==> config.mk <==
export PLATFORM = sky130hd
export DESIGN_NAME = mix_columns_iter
export DESIGN_NICKNAME = d
export VERILOG_FILES = /design/src/rtl/mix_columns_iter.sv
export SDC_FILE = /design/constraint.sdc
export NUM_CORES = 1
export LEC_CHECK = 0
export CAP_MARGIN = 30
export CORE_MARGIN = 3
export CORE_UTILIZATION = 30
export DETAILED_ROUTE_END_ITERATION = 16
export GPL_ROUTABILITY_DRIVEN = 0
export GPL_TIMING_DRIVEN = 1
export PLACE_DENSITY = 0.49
export SLEW_MARGIN = 15
export SYNTH_ARGS = -nofsm -noshare
export SYNTH_HDL_FRONTEND = slang
export SYNTH_SLANG_ARGS = --single-unit
export TNS_END_PERCENT = 100
==> constraint.sdc <==
create_clock -name clk -period 10.7 [get_ports clk]
set_input_delay 1.605 -clock clk [delete_from_list [all_inputs] [get_ports clk]]
set_output_delay 1.605 -clock clk [all_outputs]
set_load 0.01 [all_outputs]
==> src/rtl/mix_columns_iter.sv <==
// -----------------------------------------------------------------------------
// mix_columns_iter
//
// Iterative AES MixColumns / InvMixColumns engine. A 128-bit state is accepted
// through a valid/ready handshake, transformed COLS_PER_CYCLE columns per
// enabled clock inside a private work buffer, and the finished result is
// presented on a held output register until the consumer takes it.
//
// Parameters
//   WORD_SIZE       byte width, must be 8 (GF(2^8), polynomial 0x11b)
//   ARRAY_SIZE      bytes per state, must be 16
//   COLS_PER_CYCLE  columns transformed per enabled clock: 1, 2 or 4
//
// Ports
//   clk        sole clock, rising edge
//   rst        asynchronous active-high reset
//   enable     advance enable while BUSY (low = stall)
//   in_valid   input state offered
//   in_ready   high only while IDLE
//   decrypt    0 = MixColumns, 1 = InvMixColumns, sampled at accept
//   state      input state (column 0 in the MSBs, row 0 MSB of its column)
//   out_valid  state_out holds an unconsumed result
//   out_ready  consumer accepts the result
//   state_out  result register, only written on the completion edge
//   done       one-cycle pulse on the edge where out_valid rises
//   busy       high while BUSY
// -----------------------------------------------------------------------------
module mix_columns_iter #(
   parameter int WORD_SIZE      = 8,
   parameter int ARRAY_SIZE     = 16,
   parameter int COLS_PER_CYCLE = 1
) (
   input  logic                            clk,
   input  logic                            rst,
   input  logic                            enable,
   input  logic                            in_valid,
   output logic                            in_ready,
   input  logic                            decrypt,
   input  logic [WORD_SIZE*ARRAY_SIZE-1:0] state,
   output logic                            out_valid,
   input  logic                            out_ready,
   output logic [WORD_SIZE*ARRAY_SIZE-1:0] state_out,
   output logic                            done,
   output logic                            busy
);

   localparam int         W        = WORD_SIZE * ARRAY_SIZE;
   localparam int         NCOL     = 4;
   // Counter value of the final column group; the step wraps to 0 when
   // COLS_PER_CYCLE = 4, which is harmless because there is only one group.
   localparam logic [1:0] LAST_CNT = 2'(NCOL - COLS_PER_CYCLE);
   localparam logic [1:0] STEP     = 2'(COLS_PER_CYCLE);

   generate
      if (WORD_SIZE != 8 || ARRAY_SIZE != 16 ||
          !(COLS_PER_CYCLE == 1 || COLS_PER_CYCLE == 2 || COLS_PER_CYCLE == 4)) begin : g_bad_param
         $error("mix_columns_iter: illegal parameters (WORD_SIZE=8, ARRAY_SIZE=16, COLS_PER_CYCLE in {1,2,4})");
      end
   endgenerate

   // ------------------------------------------------------------------
   // GF(2^8) helpers
   // ------------------------------------------------------------------
   function automatic logic [7:0] xtime(input logic [7:0] x);
      return {x[6:0], 1'b0} ^ (x[7] ? 8'h1b : 8'h00);
   endfunction

   // One column, forward (02 03 01 01) or inverse (0e 0b 0d 09).
   // Every multiple is formed from 2x/4x/8x so both directions share the
   // same xtime chain per byte.
   function automatic logic [31:0] mix_col(input logic [31:0] col, input logic inv);
      logic [7:0]  s  [4];
      logic [7:0]  m2 [4];
      logic [7:0]  m4 [4];
      logic [7:0]  m8 [4];
      logic [31:0] res;
      logic [7:0]  fwd_b;
      logic [7:0]  inv_b;
      res = '0;
      for (int i = 0; i < 4; i++) begin
         s[i]  = col[31-8*i -: 8];
         m2[i] = xtime(s[i]);
         m4[i] = xtime(m2[i]);
         m8[i] = xtime(m4[i]);
      end
      for (int r = 0; r < 4; r++) begin
         fwd_b = m2[r] ^ (m2[(r+1)%4] ^ s[(r+1)%4]) ^ s[(r+2)%4] ^ s[(r+3)%4];
         inv_b = (m8[r] ^ m4[r] ^ m2[r])
               ^ (m8[(r+1)%4] ^ m2[(r+1)%4] ^ s[(r+1)%4])
               ^ (m8[(r+2)%4] ^ m4[(r+2)%4] ^ s[(r+2)%4])
               ^ (m8[(r+3)%4] ^ s[(r+3)%4]);
         res[31-8*r -: 8] = inv ? inv_b : fwd_b;
      end
      return res;
   endfunction

   // ------------------------------------------------------------------
   // State
   // ------------------------------------------------------------------
   typedef enum logic [1:0] {
      ST_IDLE = 2'd0,
      ST_BUSY = 2'd1,
      ST_HOLD = 2'd2
   } fsm_t;

   fsm_t         fsm_q, fsm_d;
   logic [1:0]   cnt_q, cnt_d;
   logic         dec_q, dec_d;
   logic [W-1:0] work_q, work_d;
   logic [W-1:0] out_q, out_d;
   logic         out_valid_q, out_valid_d;
   logic         done_q, done_d;

   // ------------------------------------------------------------------
   // Column datapath: only COLS_PER_CYCLE mixers, steered by the counter
   // ------------------------------------------------------------------
   logic [31:0]  work_col [NCOL];
   logic [31:0]  upd_col  [NCOL];
   logic [1:0]   grp_idx  [COLS_PER_CYCLE];
   logic [31:0]  grp_mix  [COLS_PER_CYCLE];
   logic [W-1:0] work_upd;

   genvar gi;
   generate
      for (gi = 0; gi < NCOL; gi++) begin : g_col
         assign work_col[gi]                = work_q[W-1-32*gi -: 32];
         assign work_upd[W-1-32*gi -: 32]   = upd_col[gi];
      end
      for (gi = 0; gi < COLS_PER_CYCLE; gi++) begin : g_mix
         assign grp_idx[gi] = cnt_q + 2'(gi);
         assign grp_mix[gi] = mix_col(work_col[grp_idx[gi]], dec_q);
      end
   endgenerate

   // Work buffer with the current column group replaced by its transform.
   always_comb begin
      for (int k = 0; k < NCOL; k++) begin
         upd_col[k] = work_col[k];
      end
      for (int g = 0; g < COLS_PER_CYCLE; g++) begin
         upd_col[grp_idx[g]] = grp_mix[g];
      end
   end

   // ------------------------------------------------------------------
   // FSM: registers
   // ------------------------------------------------------------------
   always_ff @(posedge clk or posedge rst) begin
      if (rst) begin
         fsm_q       <= ST_IDLE;
         cnt_q       <= 2'd0;
         dec_q       <= 1'b0;
         work_q      <= '0;
         out_q       <= '0;
         out_valid_q <= 1'b0;
         done_q      <= 1'b0;
      end else begin
         fsm_q       <= fsm_d;
         cnt_q       <= cnt_d;
         dec_q       <= dec_d;
         work_q      <= work_d;
         out_q       <= out_d;
         out_valid_q <= out_valid_d;
         done_q      <= done_d;
      end
   end

   // ------------------------------------------------------------------
   // FSM: next state and outputs
   // ------------------------------------------------------------------
   always_comb begin
      fsm_d       = fsm_q;
      cnt_d       = cnt_q;
      dec_d       = dec_q;
      work_d      = work_q;
      out_d       = out_q;
      out_valid_d = out_valid_q;
      done_d      = 1'b0;
      in_ready    = 1'b0;
      busy        = 1'b0;

      case (fsm_q)
         ST_IDLE: begin
            in_ready = 1'b1;
            if (in_valid) begin
               work_d = state;
               dec_d  = decrypt;
               cnt_d  = 2'd0;
               fsm_d  = ST_BUSY;
            end
         end
         ST_BUSY: begin
            busy = 1'b1;
            if (enable) begin
               work_d = work_upd;
               cnt_d  = cnt_q + STEP;
               // Result register is written only here, so partial
               // buffer contents never reach state_out.
               if (cnt_q == LAST_CNT) begin
                  out_d       = work_upd;
                  out_valid_d = 1'b1;
                  done_d      = 1'b1;
                  fsm_d       = ST_HOLD;
               end
            end
         end
         ST_HOLD: begin
            if (out_ready) begin
               out_valid_d = 1'b0;
               fsm_d       = ST_IDLE;
            end
         end
         default: begin
            fsm_d = ST_IDLE;
         end
      endcase
   end

   assign state_out = out_q;
   assign out_valid = out_valid_q;
   assign done      = done_q;

endmodule

==> results.cfg <==
[synth]
yosysMostFrequentCell = dfrtp_1
synth.area.mux_share = 0.0606
synth_top_family_by_area = compound AO/OA/AOI/OAI gates
synth_cell_types = 49
yosysWarnings = 0
yosys.area.top_type = dfrtp_1
synth_area_sq_um = 15200
syn-num-nets = 1579
ys_ff_latch = 263
synth-simple-area-share = 0.0792
synthAdderAreaFrac = 0.00330
ys_seq_area_frac = 0.434
avgSynthCellArea_sq_um = 10.5
async_flop_share = 1.00
synth_common_cells = 263 x dfrtp_1, 158 x o21ai_0, 154 x a21oi_1
yosys_most_used_dff = dfrtp_1
synth_xor_area_frac = 0.179
synth.area.top_cells = dfrtp_1 43%, xnor2_1 7.2%, o21ai_0 5.2%
synth_compound_area_frac = 0.204
synth-edff-count = 0
yosys.area.top_type_share = 0.434
synth_cells = 1441

[place]
dpl-instance-area_sq_um = 18300
portBuffers = 265
hpwl_microns = 40000

[finish]
final_nets = 1773
fillCellCount = 4901
diodes = 0
final_util = 0.393
stdcell_area_sq_um = 19400
drive_above_1_share = 0.0905
syn2layout_area_growth_pct = 28.1

[outcome]
status = finished, final reports clean

[setup_path]
cp-start-kind = flop
path_class = flop to flop
worstPathMaxFanout = 58
crit_path_end_kind = flop
r2r_cells = 8
critical_path_arrival_ps = 5270
worst_r2r_endpoint = state_out[50]$_DFFE_PP0P_
rr_startpoint = fsm_q[1]$_DFFE_PP0P_
reg2reg_setup_slack_ps = 5870
cp.required_ps = 11140

[global_routing]
antenna_found_initial = 0
grt-ovfl-total = 0
grt_usage = 0.210
grt_pass1_vias = 12500
grt_pass1_wl_microns = 84900
grt_start_max_net_pins = 202

[timing]
hold_viol = 0
rsz0062_at_grt = no
holdWs_ps = 474
slew_headroom = 0.334
fin_tns_setup_ps = 0
fin_crit_sh = 0.451
finClkSkew_ps = 20.2
fmax_mhz = 207
tightest_slew_ps = 992
setup_viol = 0
drv_slew = 0
fin_crit_ps = 4830

[drt]
viasPerCell = 5.39
wl_microns = 56900
wire_per_inst_microns = 24.5
drc = 0
dr.pass1.iters = 5
drt_iter0_drc = 1102
ant_nets = 0
vias = 12500

[cts]
cts_root_buffer = clkbuf_16
insertion_delay_ps = 540
htreeDepth = 2
ctsResizeCount = 0
cts_buffers = 34
cts_tree = done
cts_num_sinks = 263
hold_buffers = 0
postCtsSetupRepairBufs = 0
clk_pin_slew_ps = 60
cts_buffer_depth = 3

[worst_hold_path]
worstHoldPathCells = 1
min_to = state_out[119]$_DFFE_PP0P_
hold_path.startpoint = state_out[119]$_DFFE_PP0P_
hp-class = flop to flop

[floorplanning]
die_area_sq_um = 53300
die_w_microns = 231
coreArea_sq_um = 49500
initial_utilization = 0.306
die_h_microns = 231
core.rowCount = 81
ioPinCount = 266

[run]
max_cap_violations = 0
## state kept, by name, indices dropped and copies added (netlist names)
name / flops
done: 1
state_out: 128
out_valid: 1
work_col: 128
cnt_q: 2
fsm_q: 2
dec_q: 1
## cell families after synthesis
family / count (synthesis)
and+or+nand+nor: 248
DFF: 263
xor gates and xnor gates: 231
buffers and inverters: 140
muxes: 50
adders and majority gates: 4
AOI/OAI and AO/OA: 505
## cell type report
class / count / area (sq um) / share of cell area
clock buffer: 51 / 996 / 0.0513
sequential: 263 / 6580 / 0.339
timing repair buffer: 291 / 2870 / 0.148
multi-input combinational: 1038 / 8040 / 0.414
clock inverter: 8 / 76.3 / 0.00393
tap: 664 / 831 / 0.0428
inverter: 7 / 35.0 / 0.00180
## routing by layer
metal / routed length [microns] / vias up / share of wire / global-route usage
met3: 3260 / 78 / 0.057 / 0.0315
met4: 1420 / 0 / 0.025 / 0.0591
met2: 26100 / 455 / 0.46 / 0.325
met1: 26100 / 6361 / 0.46 / 0.306
met5: 0 / - / 0 / 0
li1: - / 5611 / - / -
## worst max-delay path by stage
stage / start / endpoint / slack (ps) / depth (start not counted)
after global placement: fsm_q[1]$_DFFE_PP0P_ / state_out[35]$_DFFE_PP0P_ / 5960 / 8
after CTS: fsm_q[1]$_DFFE_PP0P_ / state_out[50]$_DFFE_PP0P_ / 5830 / 8
after global routing: fsm_q[1]$_DFFE_PP0P_ / state_out[50]$_DFFE_PP0P_ / 5430 / 8
after floorplan: rst / cnt_q[0]$_DFFE_PP0P_ / 1850 / 1
after detailed placement: fsm_q[1]$_DFFE_PP0P_ / state_out[59]$_DFFE_PP0P_ / 5850 / 8
final: fsm_q[1]$_DFFE_PP0P_ / state_out[50]$_DFFE_PP0P_ / 5870 / 8
## worst max-delay path, stage by stage (launching register included)
cell	delay (ps)
dfrtp_1	460
nand2b_2	210
buf_4	280
clkinv_2	600
buf_4	690
nand3_4	580
inv_1	870
nand2_1	610
o21ai_0	370
## placed cells by master (no fill, tap or decap), drive strengths merged, types with 4 or more instances in the layout
master	n
dfrtp	263
and2	10
mux2i	14
xor3	4
nand2b	6
mux4	32
ha	4
nand2	87
buf	25
a22oi	16
inv	6
o32ai	51
a211oi	13
nand3	10
clkdlybuf4s50	265
xnor2	142
o21ai	165
nor3b	48
a32oi	15
xor2	50
clkbuf	52
a221o	4
and3	11
o22a	20
a21o	29
o21a	6
a31oi	19
a21oi	156
mux2	4
clkinv	8
xnor3	35
nor2	72
## metrics by stage
stage                     worst slack [ps]  instances
final                                 5870       2322
after CTS                             5830       2319
after floorplan                       1850       1441
after global routing                  5430       2322
after global placement                5960       2255
after detailed placement              5850       2260
Power is left out: the tool's default activity adds up to more than one toggle a clock period on the data nets, which glitch-free logic cannot reach.
